**src/rtl/peripheral_msi_pkg.sv**
```systemverilog
// Shared AHB3 encodings and master-port FSM state type for the MSI interconnect.
package peripheral_msi_pkg;

  localparam logic [1:0] HTRANS_IDLE   = 2'b00;
  localparam logic [1:0] HTRANS_BUSY   = 2'b01;
  localparam logic [1:0] HTRANS_NONSEQ = 2'b10;
  localparam logic [1:0] HTRANS_SEQ    = 2'b11;

  localparam logic [2:0] HBURST_SINGLE = 3'b000;

  localparam logic HRESP_OKAY  = 1'b0;
  localparam logic HRESP_ERROR = 1'b1;

  typedef enum logic [2:0] {
    ST_IDLE,
    ST_PEND,
    ST_DATA,
    ST_ERR1,
    ST_ERR2
  } msi_mport_state_t;

endpackage

```
**src/rtl/peripheral_msi_decoder_ahb3.sv**
```systemverilog
// Base/mask address decoder: one-hot hit on the lowest matching slave port, or a miss.
module peripheral_msi_decoder_ahb3 #(
  parameter int PLEN   = 64,
  parameter int SLAVES = 5,
  parameter int IDXW   = 3
) (
  input  logic [PLEN-1:0]        addr,
  input  logic [SLAVES*PLEN-1:0] base,
  input  logic [SLAVES*PLEN-1:0] mask,
  output logic [SLAVES-1:0]      hit,
  output logic [IDXW-1:0]        idx,
  output logic                   miss
);

  always_comb begin
    hit  = '0;
    idx  = '0;
    miss = 1'b1;
    for (int unsigned s = 0; s < SLAVES; s++) begin
      if (miss && (((addr ^ base[s*PLEN +: PLEN]) & mask[s*PLEN +: PLEN]) == '0)) begin
        hit[s] = 1'b1;
        idx    = IDXW'(s);
        miss   = 1'b0;
      end
    end
  end

endmodule

```
**src/rtl/peripheral_msi_master_port_ahb3.sv**
```systemverilog
// Per-master MSI port: decodes, buffers ungranted address phases and muxes responses back.
module peripheral_msi_master_port_ahb3
  import peripheral_msi_pkg::*;
#(
  parameter int PLEN   = 64,
  parameter int XLEN   = 64,
  parameter int SLAVES = 5
) (
  input  logic                   HCLK,
  input  logic                   HRESET,

  input  logic                   mst_HSEL,
  input  logic [PLEN-1:0]        mst_HADDR,
  input  logic [XLEN-1:0]        mst_HWDATA,
  output logic [XLEN-1:0]        mst_HRDATA,
  input  logic                   mst_HWRITE,
  input  logic [2:0]             mst_HSIZE,
  input  logic [2:0]             mst_HBURST,
  input  logic [3:0]             mst_HPROT,
  input  logic [1:0]             mst_HTRANS,
  input  logic                   mst_HMASTLOCK,
  input  logic                   mst_HREADY,
  output logic                   mst_HREADYOUT,
  output logic                   mst_HRESP,

  input  logic [SLAVES*PLEN-1:0] slv_base,
  input  logic [SLAVES*PLEN-1:0] slv_mask,

  output logic [SLAVES-1:0]      slvHSEL,
  output logic [PLEN-1:0]        slvHADDR,
  output logic [XLEN-1:0]        slvHWDATA,
  output logic                   slvHWRITE,
  output logic [2:0]             slvHSIZE,
  output logic [2:0]             slvHBURST,
  output logic [3:0]             slvHPROT,
  output logic [1:0]             slvHTRANS,
  output logic                   slvHMASTLOCK,
  output logic                   slvHREADY,
  input  logic [SLAVES*XLEN-1:0] slvHRDATA,
  input  logic [SLAVES-1:0]      slvHREADYOUT,
  input  logic [SLAVES-1:0]      slvHRESP,

  input  logic [SLAVES-1:0]      granted,
  output logic                   can_switch
);

  localparam int IDXW = (SLAVES > 1) ? $clog2(SLAVES) : 1;

  msi_mport_state_t state, state_nxt;
  logic [IDXW-1:0]  dsel;
  logic             d_lock;

  logic [PLEN-1:0]  h_addr;
  logic             h_write, h_lock;
  logic [2:0]       h_size, h_burst;
  logic [3:0]       h_prot;
  logic [1:0]       h_trans;
  logic [IDXW-1:0]  h_sel;

  logic [SLAVES-1:0] dec_hit;
  logic [IDXW-1:0]   dec_idx;
  logic              dec_miss;
  logic req_valid, addr_st, take_direct, take_hold, take_err, pend_accept;

  peripheral_msi_decoder_ahb3 #(.PLEN(PLEN), .SLAVES(SLAVES), .IDXW(IDXW)) u_dec (
    .addr (mst_HADDR),
    .base (slv_base),
    .mask (slv_mask),
    .hit  (dec_hit),
    .idx  (dec_idx),
    .miss (dec_miss)
  );

  assign req_valid   = mst_HSEL & mst_HREADY &
                       ((mst_HTRANS == HTRANS_NONSEQ) || (mst_HTRANS == HTRANS_SEQ));
  assign addr_st     = (state == ST_IDLE) || (state == ST_DATA);
  assign take_direct = addr_st & req_valid & ~dec_miss &  granted[dec_idx];
  assign take_hold   = addr_st & req_valid & ~dec_miss & ~granted[dec_idx];
  assign take_err    = addr_st & req_valid &  dec_miss;
  assign pend_accept = (state == ST_PEND) & granted[h_sel] & slvHREADYOUT[h_sel];

  always_ff @(posedge HCLK) begin
    if (HRESET) begin
      state   <= ST_IDLE;
      dsel    <= '0;
      d_lock  <= 1'b0;
      h_addr  <= '0;
      h_write <= 1'b0;
      h_size  <= '0;
      h_burst <= HBURST_SINGLE;
      h_prot  <= '0;
      h_trans <= HTRANS_IDLE;
      h_lock  <= 1'b0;
      h_sel   <= '0;
    end else begin
      state <= state_nxt;
      if (take_direct) begin
        dsel   <= dec_idx;
        d_lock <= mst_HMASTLOCK;
      end else if (pend_accept) begin
        dsel   <= h_sel;
        d_lock <= h_lock;
      end
      if (take_hold) begin
        h_addr  <= mst_HADDR;
        h_write <= mst_HWRITE;
        h_size  <= mst_HSIZE;
        h_burst <= mst_HBURST;
        h_prot  <= mst_HPROT;
        h_trans <= mst_HTRANS;
        h_lock  <= mst_HMASTLOCK;
        h_sel   <= dec_idx;
      end
    end
  end

  // Address fan-out and next state; kept apart from the response mux so the
  // master's HREADY (often looped from mst_HREADYOUT) never feeds back on itself.
  always_comb begin
    state_nxt    = state;
    slvHSEL      = '0;
    slvHADDR     = mst_HADDR;
    slvHWDATA    = mst_HWDATA;
    slvHWRITE    = mst_HWRITE;
    slvHSIZE     = mst_HSIZE;
    slvHBURST    = mst_HBURST;
    slvHPROT     = mst_HPROT;
    slvHTRANS    = HTRANS_IDLE;
    slvHMASTLOCK = mst_HMASTLOCK;
    case (state)
      ST_IDLE, ST_DATA: begin
        if (take_direct) begin
          slvHSEL   = dec_hit;
          slvHTRANS = mst_HTRANS;
          state_nxt = ST_DATA;
        end else if (take_hold) begin
          state_nxt = ST_PEND;
        end else if (take_err) begin
          state_nxt = ST_ERR1;
        end else if ((state == ST_DATA) && slvHREADYOUT[dsel]) begin
          state_nxt = ST_IDLE;
        end
      end
      ST_PEND: begin
        slvHSEL[h_sel] = 1'b1;
        slvHADDR       = h_addr;
        slvHWRITE      = h_write;
        slvHSIZE       = h_size;
        slvHBURST      = h_burst;
        slvHPROT       = h_prot;
        slvHTRANS      = (h_trans == HTRANS_SEQ) ? HTRANS_NONSEQ : h_trans;
        slvHMASTLOCK   = h_lock;
        if (pend_accept) state_nxt = ST_DATA;
      end
      ST_ERR1: state_nxt = ST_ERR2;
      ST_ERR2: state_nxt = ST_IDLE;
      default: state_nxt = ST_IDLE;
    endcase
  end

  always_comb begin
    mst_HREADYOUT = 1'b1;
    mst_HRESP     = HRESP_OKAY;
    mst_HRDATA    = '0;
    case (state)
      ST_DATA: begin
        mst_HREADYOUT = slvHREADYOUT[dsel];
        mst_HRESP     = slvHRESP[dsel];
        mst_HRDATA    = slvHRDATA[dsel*XLEN +: XLEN];
      end
      ST_PEND: mst_HREADYOUT = 1'b0;
      ST_ERR1: begin
        mst_HREADYOUT = 1'b0;
        mst_HRESP     = HRESP_ERROR;
      end
      ST_ERR2: mst_HRESP = HRESP_ERROR;
      default: ;
    endcase
  end

  assign slvHREADY = mst_HREADYOUT;

  always_comb begin
    can_switch = 1'b1;
    case (state)
      ST_IDLE, ST_DATA: begin
        if (mst_HSEL && (mst_HMASTLOCK || mst_HTRANS == HTRANS_SEQ || mst_HTRANS == HTRANS_BUSY))
          can_switch = 1'b0;
        if ((state == ST_DATA) && d_lock) can_switch = 1'b0;
      end
      ST_PEND:
        can_switch = !(h_lock || h_trans == HTRANS_SEQ || h_trans == HTRANS_BUSY);
      ST_ERR1: can_switch = 1'b0;
      default: ;
    endcase
  end

endmodule
```
**config.mk**
```make
export PLATFORM = sky130hd
export DESIGN_NAME = peripheral_msi_master_port_ahb3
export DESIGN_NICKNAME = d
export VERILOG_FILES = /design/src/rtl/peripheral_msi_pkg.sv /design/src/rtl/peripheral_msi_decoder_ahb3.sv /design/src/rtl/peripheral_msi_master_port_ahb3.sv
export SDC_FILE = /design/constraint.sdc
export NUM_CORES = 1
export LEC_CHECK = 0
export BUFFER_PORTS_ARGS = -buffer_cell sky130_fd_sc_hd__buf_2
export CAP_MARGIN = 20
export CORE_AREA = 2 2 516 518
export CTS_BUF_LIST = sky130_fd_sc_hd__clkbuf_8
export CTS_CLUSTER_SIZE = 24
export DETAILED_ROUTE_END_ITERATION = 16
export DIE_AREA = 0 0 518 520
export SLEW_MARGIN = 20
export SYNTH_ARGS = -nofsm -noshare
export SYNTH_HDL_FRONTEND = slang
export SYNTH_HIERARCHICAL = 1
export SYNTH_SLANG_ARGS = --single-unit
```
**constraint.sdc**
```tcl
create_clock -name HCLK -period 9.1 [get_ports HCLK]
set_input_delay 1.82 -clock HCLK [delete_from_list [all_inputs] [get_ports HCLK]]
set_output_delay 1.82 -clock HCLK [all_outputs]
set_load 0.1 [all_outputs]
```
==> run_results.csv, run 1 <==
group,metric,value,unit
logic_synthesis,postSynthRegisterBits,88,
critical_path,timing.rr.start,"state[0]",
die,initial_core_util,4.623,%
logic_synthesis,synth-edff-count,0,
grt,grt-ovfl-total,0,
grt,grt_pass1_wl,299.9,mm
pwr,power_density,86.85,nW/um^2
logic_synthesis,synthArstFlopShare,0,%
logic_synthesis,synthesis.nets,2723,
logic_synthesis,dominantRegCellSynth,"dfxtp_1",
critical_path,reg2reg_to,"d_lock",
layout,finish.cell_count_without_fillers,6336,
critical_path,rr_worst_depth,7,
layout,final_common_cell,"buf_2",
clocking,insertion_delay,520,ps
clocking,cts.repair_timing.setup_buffer_count,0,
grt,antenna_found_initial,442,
detailed_routing,antenna_violating_nets_post_route,0,
critical_path,critPathArrivalTime,7250,ps
critical_path,setup.worst_path.end_class,"output port",
grt,grt_use_total,18.55,%
clocking,clk_slew_on_worst_s_h_paths,110,ps
die,io_pins,1336,
sta,timing_worst_slew_pin_value,1222,ps
detailed_routing,drtIter0Drc,2278,
layout,nets,3752,
sta,fin_crit_sh,99.66,%
hold_path,hold-path-cell-count,2,
clocking,clock_path_buffers,2,
sta,setup-tns-final,0,ps
layout,post_route_cells_drive_above_1_share,50.72,%
critical_path,path_delay_family,"simple AND/OR/NAND/NOR gates",
sta,max-slew-margin-rel,18.25,%
pwr,peakVddDrop,0.07292,mV
clocking,cts.sinks,88,
layout,multi_input_comb_area,9069,sq um
die,die_height,520,microns
logic_synthesis,synthesis.yosys.warnings,6,
die,core.rowCount,189,
critical_path,crit_path_max_fanout,7,
layout,register_area,1769,sq um
grt,via_count_of_the_first_global_routing_pass,17980,
placement,place_area,21660,sq um
detailed_routing,dr.pass1.iters,6,
hold_path,hold_path_class,"flip-flop to flip-flop",
critical_path,crit_path_start,"mst_HADDR[54]",
critical_path,r2r_setup_slack,6090,ps
placement,port_buffers,1207,
clocking,cts-resized-gates,0,
grt,maximum_number_of_pins_on_one_net_before_global_route_repair,65,
logic_synthesis,synth.lib_cells_used.distinct,51,
sta,report.final.setup_viol,0,
layout,most_frequent_cells_in_the_layout,"buf_2 (1199), nand2_1 (405), xor2_1 (319)",
clocking,cts-buffers-inserted,9,
critical_path,critical_path_required,7280,ps
hold_path,worst_hold_path.endpoint,"h_addr[24]",
die,floorplan.core_area,263900,sq um
clocking,cts.htree.levels,3,
detailed_routing,postRouteWirelength,260.6,mm
sta,skew,33.75,ps
critical_path,worst_setup_path_start_kind,"input pin",
placement,final_weighted_congestion_in_routability_driven_placement,1.077,
sta,finalWorstPathRequiredPeriod,9069,ps
detailed_routing,remaining_drc_errors,0,
clocking,ctsHoldBuffers,0,
detailed_routing,via_count,20390,
sta,final-max-slew-violation-count,0,
sta,hold_viol,0,
clocking,cts_root_buffer,"clkbuf_8",
hold_path,hp-start,"h_addr[24]",
die,dieArea,269400,sq um
placement,dp_hpwl,240.3,mm
die,chipWidth,518,microns
critical_path,max_stage_delay,680,ps
logic_synthesis,synthCells,1602,
logic_synthesis,area_of_the_mapped_netlist,12200,sq um
logic_synthesis,synth.yosys.seq_area_share,14.44,%
critical_path,path_class,"input pin to output port",
layout,utilization,8.442,%
placement,dp.cells,6153,
layout,final_design_area_no_fill,22280,sq um
flow_run,maxCapViolCount,0,
layout,area_delta_synth_final,82.64,%
critical_path,worst-path-buf-inv,4,
sta,rsz0062_at_grt,"false",
critical_path,crit_slowest_cell,"a22oi_1",
pwr,power_leakage,9.334,nW
sta,fmax,110.3,MHz
layout,final.fill_count,31290,
detailed_routing,wire_per_inst,41.12,microns
clocking,cts_tree,"done",
logic_synthesis,syn_avg_cell_area,7.615,sq um
critical_path,critical_path_cell_by_cell,"buf_2 -> xor2_1 -> buf_4 -> a22oi_1 -> nand4_1 -> buf_4 -> nor4_1 -> nand2_1 -> nand2_1 -> nor3_1 -> or2_2 -> o221ai_2 -> and2_1 -> a32o_1 -> buf_12",
outcome,run_status,"finished, final reports clean",
detailed_routing,route.detailed.vias_per_inst,3.218,
cells by family (layout without fill, tap and decap cells):
family	Yosys count	after routing	share of synthesized area, %
AO/OA/AOI/OAI	343	343	19.46
XOR/XNOR	320	320	22.97
buffers and inverters	221	1255	11.59
flip-flops	88	88	14.44
multiplexers	69	69	12.44
other	0	167	0
AND/OR/NAND/NOR	561	561	19.10
Yosys cell counts (2+ instances only):
library cell / instances / area (sq um)
a311oi_1: 2 / 17.52
a22o_1: 2 / 17.52
a21oi_1: 86 / 430.4
nand2b_1: 3 / 18.77
buf_4: 67 / 503.0
dfxtp_1: 88 / 1762
clkbuf_1: 40 / 150.1
nand2_1: 406 / 1524
nor2_1: 77 / 289.0
a32o_1: 3 / 30.03
buf_1: 9 / 33.78
xor2_1: 320 / 2803
a211o_1: 2 / 17.52
nand3_1: 5 / 25.02
nor2b_1: 2 / 12.51
buf_6: 33 / 371.6
nor4_2: 2 / 25.02
buf_2: 68 / 340.3
a22oi_1: 226 / 1697
mux4_2: 66 / 1486
a221oi_1: 2 / 17.52
nand4_1: 41 / 256.5
nor4_1: 9 / 56.30
o21ai_0: 8 / 40.04
inv_1: 4 / 15.01
nor3_1: 4 / 20.02
mux2i_1: 2 / 20.02
a31oi_1: 2 / 12.51
metrics by stage:
stage          power (mW)  hold WS (ps)  setup slack [ps]
2_1_floorplan       1.053         436.6              2161
3_3_place_gp        1.595         445.5             47.20
5_1_grt             2.004         481.1             180.5
4_1_cts             1.968         461.7             192.7
3_5_place_dp        1.594         446.5             219.6
6_report            1.935         459.8             31.06
flip-flops by register name (all words and copies together) (netlist names):
signal and count:
h_write 1, h_sel 3, h_burst 3, h_lock 1
h_trans 2, h_prot 4, h_addr 64, dsel 3
state 3, h_size 3, d_lock 1
area by class of cell:
cell class,instances,area share [%]
multi-input cells,1293,40.70
repair buffers,1235,28.67
well taps,3533,19.84
flip-flops and latches,88,7.941
diodes,167,1.876
clock buffers,9,0.5560
clock inverters,7,0.3369
inverters,4,0.07862
per-layer routing:
| metal | part of all wire (%) | vias up | track usage (%) |
|---|---|---|---|
| met1 | 38 | 9282 | 21.45 |
| met4 | 4.4 | 296 | 6.551 |
| met2 | 40 | 2217 | 26.86 |
| li1 | - | 7800 | - |
| met3 | 17 | 797 | 12.56 |
| met5 | 0.74 | - | 0 |
power breakdown:
group	internal [mW]	total, mW	switching (mW)
registers	0.385	0.387	0.00137
clock network	0.109	0.359	0.250
logic	0.333	1.19	0.857
total	0.827	1.93	1.11
worst reg2reg max path, delay by kind of cell, from the launching register on:
family,cells,cell delay (ps)
buffers and inverters,2,1110
AND/OR/NAND/NOR,3,730
flip-flops,1,520
multiplexers,1,330
AO/OA/AOI/OAI,1,250
how the worst max path moves through the flow:
| stage | end | cells after the start |
|---|---|---|
| after floorplan | slvHSEL[3] | 15 |
| final | slvHTRANS[0] | 15 |
| after global placement | slvHTRANS[0] | 15 |
| after CTS | slvHTRANS[0] | 15 |
| after detailed placement | slvHTRANS[0] | 15 |
| after global routing | slvHTRANS[0] | 15 |
Note: power is estimated with default switching activity, not from simulation.
==> run 2: changes to the inputs <==
MAX_ROUTING_LAYER = met4   (was default)
PLACE_DENSITY = 0.3   (was default)
==> run_results.csv, run 2 (same netlist as run 1, synthesis figures left out) <==
group,metric,value,unit
die,floorplan.core_area,263900,sq um
grt,maximum_number_of_pins_on_one_net_before_global_route_repair,84,
pwr,power.clock.fraction,20.2,%
layout,most_frequent_cells_in_the_layout,"buf_2 (1199), nand2_1 (405), xor2_1 (320)",
detailed_routing,wire_per_inst,36.86,microns
detailed_routing,met3RoutedLength,39.35,mm
clocking,ctsHoldBuffers,0,
layout,biggest_register,"h_addr",
detailed_routing,dr.max_layer_used,"met4",
clocking,cts.htree.levels,3,
detailed_routing,dr.pass1.iters,5,
pwr,proportion_of_power_drawn_by_combinational_gates,59.5,%
pwr,peakVddDrop,0.07867,mV
layout,register_area,1769,sq um
pwr,total_power,1.908,mW
sta,timing_worst_slew_pin_value,1262,ps
sta,rsz0062_at_grt,"false",
clocking,clock_path_buffers,2,
sta,fin_ws,247.0,ps
clocking,clk_slew_on_worst_s_h_paths,140,ps
grt,via_count_of_the_first_global_routing_pass,18380,
clocking,cts_root_buffer,"clkbuf_8",
detailed_routing,via_count,19490,
critical_path,worst_setup_path_start_kind,"input pin",
layout,utilization,8.504,%
grt,grt_use_total,17.39,%
detailed_routing,met2_length,98.79,mm
detailed_routing,wl_met1,92.77,mm
sta,hold_viol,0,
pwr,cell_internal_pwr,0.8458,mW
sta,finalWorstPathRequiredPeriod,8853,ps
critical_path,crit_path_max_fanout,5,
die,core.rowCount,189,
sta,final-max-slew-violation-count,0,
detailed_routing,remaining_drc_errors,0,
die,die_height,520,microns
sta,fin_worst_hold_slack,464.2,ps
sta,setup-tns-final,0,ps
critical_path,rr_worst_depth,6,
layout,final_common_cell,"buf_2",
placement,place_area,21640,sq um
grt,grt_pass1_wl,277.4,mm
sta,skew,18.70,ps
layout,area_delta_synth_final,83.98,%
layout,biggest_registers_after_layout,"h_addr (64), h_prot (4)",
placement,dp.cells,6158,
pwr,swShare,55.67,%
placement,dp_worst_setup_slack,-118.7,ps
placement,final_weighted_congestion_in_routability_driven_placement,0.9479,
clocking,cts-buffers-inserted,9,
pwr,power.sequential.fraction,20.3,%
die,chipWidth,518,microns
clocking,cts_tree,"done",
clocking,cts.sinks,88,
detailed_routing,drtIter0Drc,2059,
grt,grt-ovfl-total,0,
outcome,run_status,"finished, final reports clean",
die,io_pins,1336,
pwr,power_dissipated_by_switching_net_loads,1.062,mW
hold_path,hold-path-cell-count,2,
detailed_routing,postRouteWirelength,236.3,mm
sta,report.final.setup_viol,0,
layout,nets,3757,
die,initial_core_util,4.623,%
critical_path,critPathArrivalTime,7030,ps
critical_path,critical_path_required,7280,ps
pwr,power_leakage,9.359,nW
layout,largest_register_ffs,64,
detailed_routing,antenna_violating_nets_post_route,0,
layout,final_design_area_no_fill,22440,sq um
hold_path,hold_path_class,"flip-flop to flip-flop",
grt,antenna_found_initial,453,
flow_run,maxCapViolCount,0,
detailed_routing,route.detailed.vias_per_inst,3.040,
pwr,power_density,85.01,nW/um^2
layout,multi_input_comb_area,9055,sq um
layout,finish.cell_count_without_fillers,6412,
sta,fin_crit_sh,97.29,%
critical_path,path_class,"input pin to output port",
layout,final.fill_count,31390,
placement,dp_hpwl,216.0,mm
sta,max-slew-margin-rel,15.55,%
placement,port_buffers,1207,
critical_path,setup.worst_path.end_class,"output port",
die,dieArea,269400,sq um
sta,fmax,113.0,MHz
layout,post_route_cells_drive_above_1_share,50.70,%
clocking,insertion_delay,530,ps
-- run 2: layout make-up --
| class | count | area share [%] |
|---|---|---|
| Timing Repair Buffer | 1240 | 28.46 |
| Clock inverter | 7 | 0.3401 |
| Tap cell | 3533 | 19.70 |
| Clock buffer | 9 | 0.5519 |
| Multi-Input combinational cell | 1293 | 40.34 |
| Sequential cell | 88 | 7.883 |
| Antenna cell | 238 | 2.654 |
| Inverter | 4 | 0.07247 |
-- run 2: path summary, 6_finish.rpt --
kind	slack [ps]	from	to
min	460	h_addr[31]	h_addr[31]
max reg2reg	6150	state[0]	dsel[2]
min reg2reg	460	h_addr[31]	h_addr[31]
max	250	mst_HADDR[1]	slvHSEL[3]
-- run 2: what timing repair did --
action | 4_1_cts | 5_1_grt
endpoints found under the setup margin | 3 | 0
gates resized for setup | 1 | 0
buffers inserted | 0 | 0
-- run 2: critical path, stage by stage --
cell      delay, ps
buf_2           300
buf_4           310
xor2_1          150
a22oi_1         170
nand4_1         580
nor4_1         1030
nand2_1         310
nand2_1         250
nor3_1          170
buf_4           190
or2_2           310
o221ai_2        320
and2_1          280
buf_4           210
nand2_1          60
o21ai_0         240
buf_12          250
-- run 2: metal layers --
layer / track usage, % / up-vias
met1: 19.35 / 9314
met3: 12.26 / 395
met2: 25.44 / 1813
li1: - / 7969
met5: - / -
met4: 2.952 / 0
-- run 2: power by group through the flow --
stage	Combinational [mW]	Sequential [mW]	Clock, mW
global placement	1.14	0.396	0
detailed placement	1.14	0.396	0
floorplan	0.658	0.394	0
CTS	1.14	0.387	0.427
finish	1.13	0.387	0.386
global route	1.17	0.387	0.425
==> run 3: changes to the inputs <==
MAX_ROUTING_LAYER = default   (was met4)
SLEW_MARGIN = default   (was 20)
==> run_results.csv, run 3 (same netlist as run 1, synthesis figures left out) <==
group,metric,value,unit
layout,most_frequent_cells_in_the_layout,"buf_2 (1199), nand2_1 (405), xor2_1 (319)",
layout,post_route_cells_drive_above_1_share,50.79,%
layout,biggest_registers_after_layout,"h_addr (64), h_prot (4)",
layout,final.fill_count,31420,
sta,fin_crit_sh,99.54,%
clocking,clock_path_buffers,2,
clocking,cts_tree,"done",
critical_path,worst_setup_path_start_kind,"input pin",
sta,setup-tns-final,0,ps
critical_path,critical_path_required,7280,ps
hold_path,worst_hold_path.endpoint,"h_addr[52]",
clocking,cts.htree.levels,3,
pwr,peakVddDrop,0.08276,mV
grt,antenna_found_initial,433,
sta,final-max-slew-violation-count,0,
hold_path,hp-start,"h_addr[52]",
grt,grt_pass1_wl,276.0,mm
grt,grt-ovfl-total,0,
hold_path,hold-path-cell-count,2,
pwr,power_leakage,9.397,nW
clocking,cts-buffers-inserted,9,
placement,port_buffers,1207,
placement,final_weighted_congestion_in_routability_driven_placement,0.9253,
grt,via_count_of_the_first_global_routing_pass,18390,
placement,dp_worst_setup_slack,214.2,ps
critical_path,critPathArrivalTime,7240,ps
flow_run,maxCapViolCount,0,
detailed_routing,wire_per_inst,37.52,microns
layout,finish.cell_count_without_fillers,6284,
clocking,ctsHoldBuffers,0,
pwr,total_power,1.941,mW
detailed_routing,dr.pass1.iters,5,
sta,report.final.setup_viol,0,
layout,largest_register_ffs,64,
die,die_height,520,microns
die,initial_core_util,4.623,%
layout,biggest_register,"h_addr",
critical_path,setup.worst_path.end_class,"output port",
sta,finalWorstPathRequiredPeriod,9058,ps
detailed_routing,drtIter0Drc,1807,
sta,hold_viol,0,
clocking,cts_root_buffer,"clkbuf_8",
critical_path,crit_path_max_fanout,7,
grt,maximum_number_of_pins_on_one_net_before_global_route_repair,65,
placement,dp.cells,6161,
detailed_routing,postRouteWirelength,235.8,mm
critical_path,r2r_setup_slack,5830,ps
critical_path,reg2reg_to,"dsel[2]",
pwr,power_density,87.38,nW/um^2
layout,utilization,8.418,%
clocking,cts-resized-gates,0,
die,core.rowCount,189,
sta,fin_ws,42.11,ps
die,chipWidth,518,microns
detailed_routing,antenna_violating_nets_post_route,0,
detailed_routing,route.detailed.vias_per_inst,3.168,
outcome,run_status,"finished, final reports clean",
clocking,cts.sinks,88,
critical_path,rr_worst_depth,7,
placement,place_area,21730,sq um
grt,grt_use_total,16.81,%
die,floorplan.core_area,263900,sq um
sta,timing_worst_slew_pin_value,1283,ps
layout,nets,3760,
critical_path,path_class,"input pin to output port",
clocking,clk_slew_on_worst_s_h_paths,130,ps
sta,skew,29.08,ps
layout,final_common_cell,"buf_2",
clocking,cts.repair_timing.setup_buffer_count,0,
hold_path,hold_path_class,"flip-flop to flip-flop",
placement,dp_hpwl,216.7,mm
die,io_pins,1336,
detailed_routing,remaining_drc_errors,0,
sta,rsz0062_at_grt,"false",
layout,area_delta_synth_final,82.10,%
sta,fmax,110.4,MHz
detailed_routing,via_count,19910,
sta,max-slew-margin-rel,13.66,%
die,dieArea,269400,sq um
clocking,insertion_delay,560,ps
layout,final_design_area_no_fill,22220,sq um
sta,fin_worst_hold_slack,465.0,ps
critical_path,timing.rr.start,"state[0]",
==> run 3: cell count changes in the layout (fill, tap and decap cells not counted) <==
cell / previous run / this run
clkinv_8: 0 / 1
xor2_1: 320 / 319
diode_2: 238 / 107
buf_12: 6 / 10
buf_4: 34 / 32
nor4_1: 8 / 9
nor4_2: 3 / 2
clkbuf_8: 9 / 10
buf_6: 1 / 2
xor2_2: 0 / 1
inv_1: 4 / 3
clkinv_2: 2 / 1
==> run 3: power breakdown <==
part,switching (mW),internal [mW]
Sequential,0.00155,0.385
Clock,0.281,0.142
Combinational,0.801,0.330
Total,1.08,0.857
==> run 3: critical path: stages <==
cell and delay, ps:
buf_2 520, xor2_1 170, a22oi_1 700, nand4_1 570, nor4_1 850, nand2_1 260, nand3_1 190, a21oi_1 170
buf_4 210, or2_2 310, o221ai_2 330, and2_1 250, buf_12 150, a32o_1 260, buf_4 370
==> run 3: area by class of cell <==
cell class / instances / area (sq um) / area share (%)
multi-input cells: 1293 / 9056 / 40.77
flip-flops and latches: 88 / 1769 / 7.964
well taps: 3533 / 4420 / 19.90
inverters: 4 / 16.27 / 0.07322
repair buffers: 1243 / 6464 / 29.10
clock inverters: 6 / 83.83 / 0.3774
clock buffers: 10 / 137.6 / 0.6195
diodes: 107 / 267.8 / 1.205
==> run 3: per-layer routing <==
metal	part of all wire (%)	track usage, %
met5	0.81	0
met4	2.8	3.178
met3	16	11.87
met2	41	25.13
met1	39	19.51
==> run 3: how the worst max path moves through the flow <==
stage,startpoint,slack [ps],endpoint
2_1_floorplan,mst_HADDR[32],2160,slvHSEL[3]
3_3_place_gp,mst_HADDR[28],120,slvHSEL[4]
3_5_place_dp,mst_HADDR[28],210,slvHSEL[4]
4_1_cts,mst_HADDR[28],200,slvHSEL[4]
5_1_grt,mst_HADDR[28],60,slvHSEL[4]
6_report,mst_HADDR[28],40,slvHSEL[4]
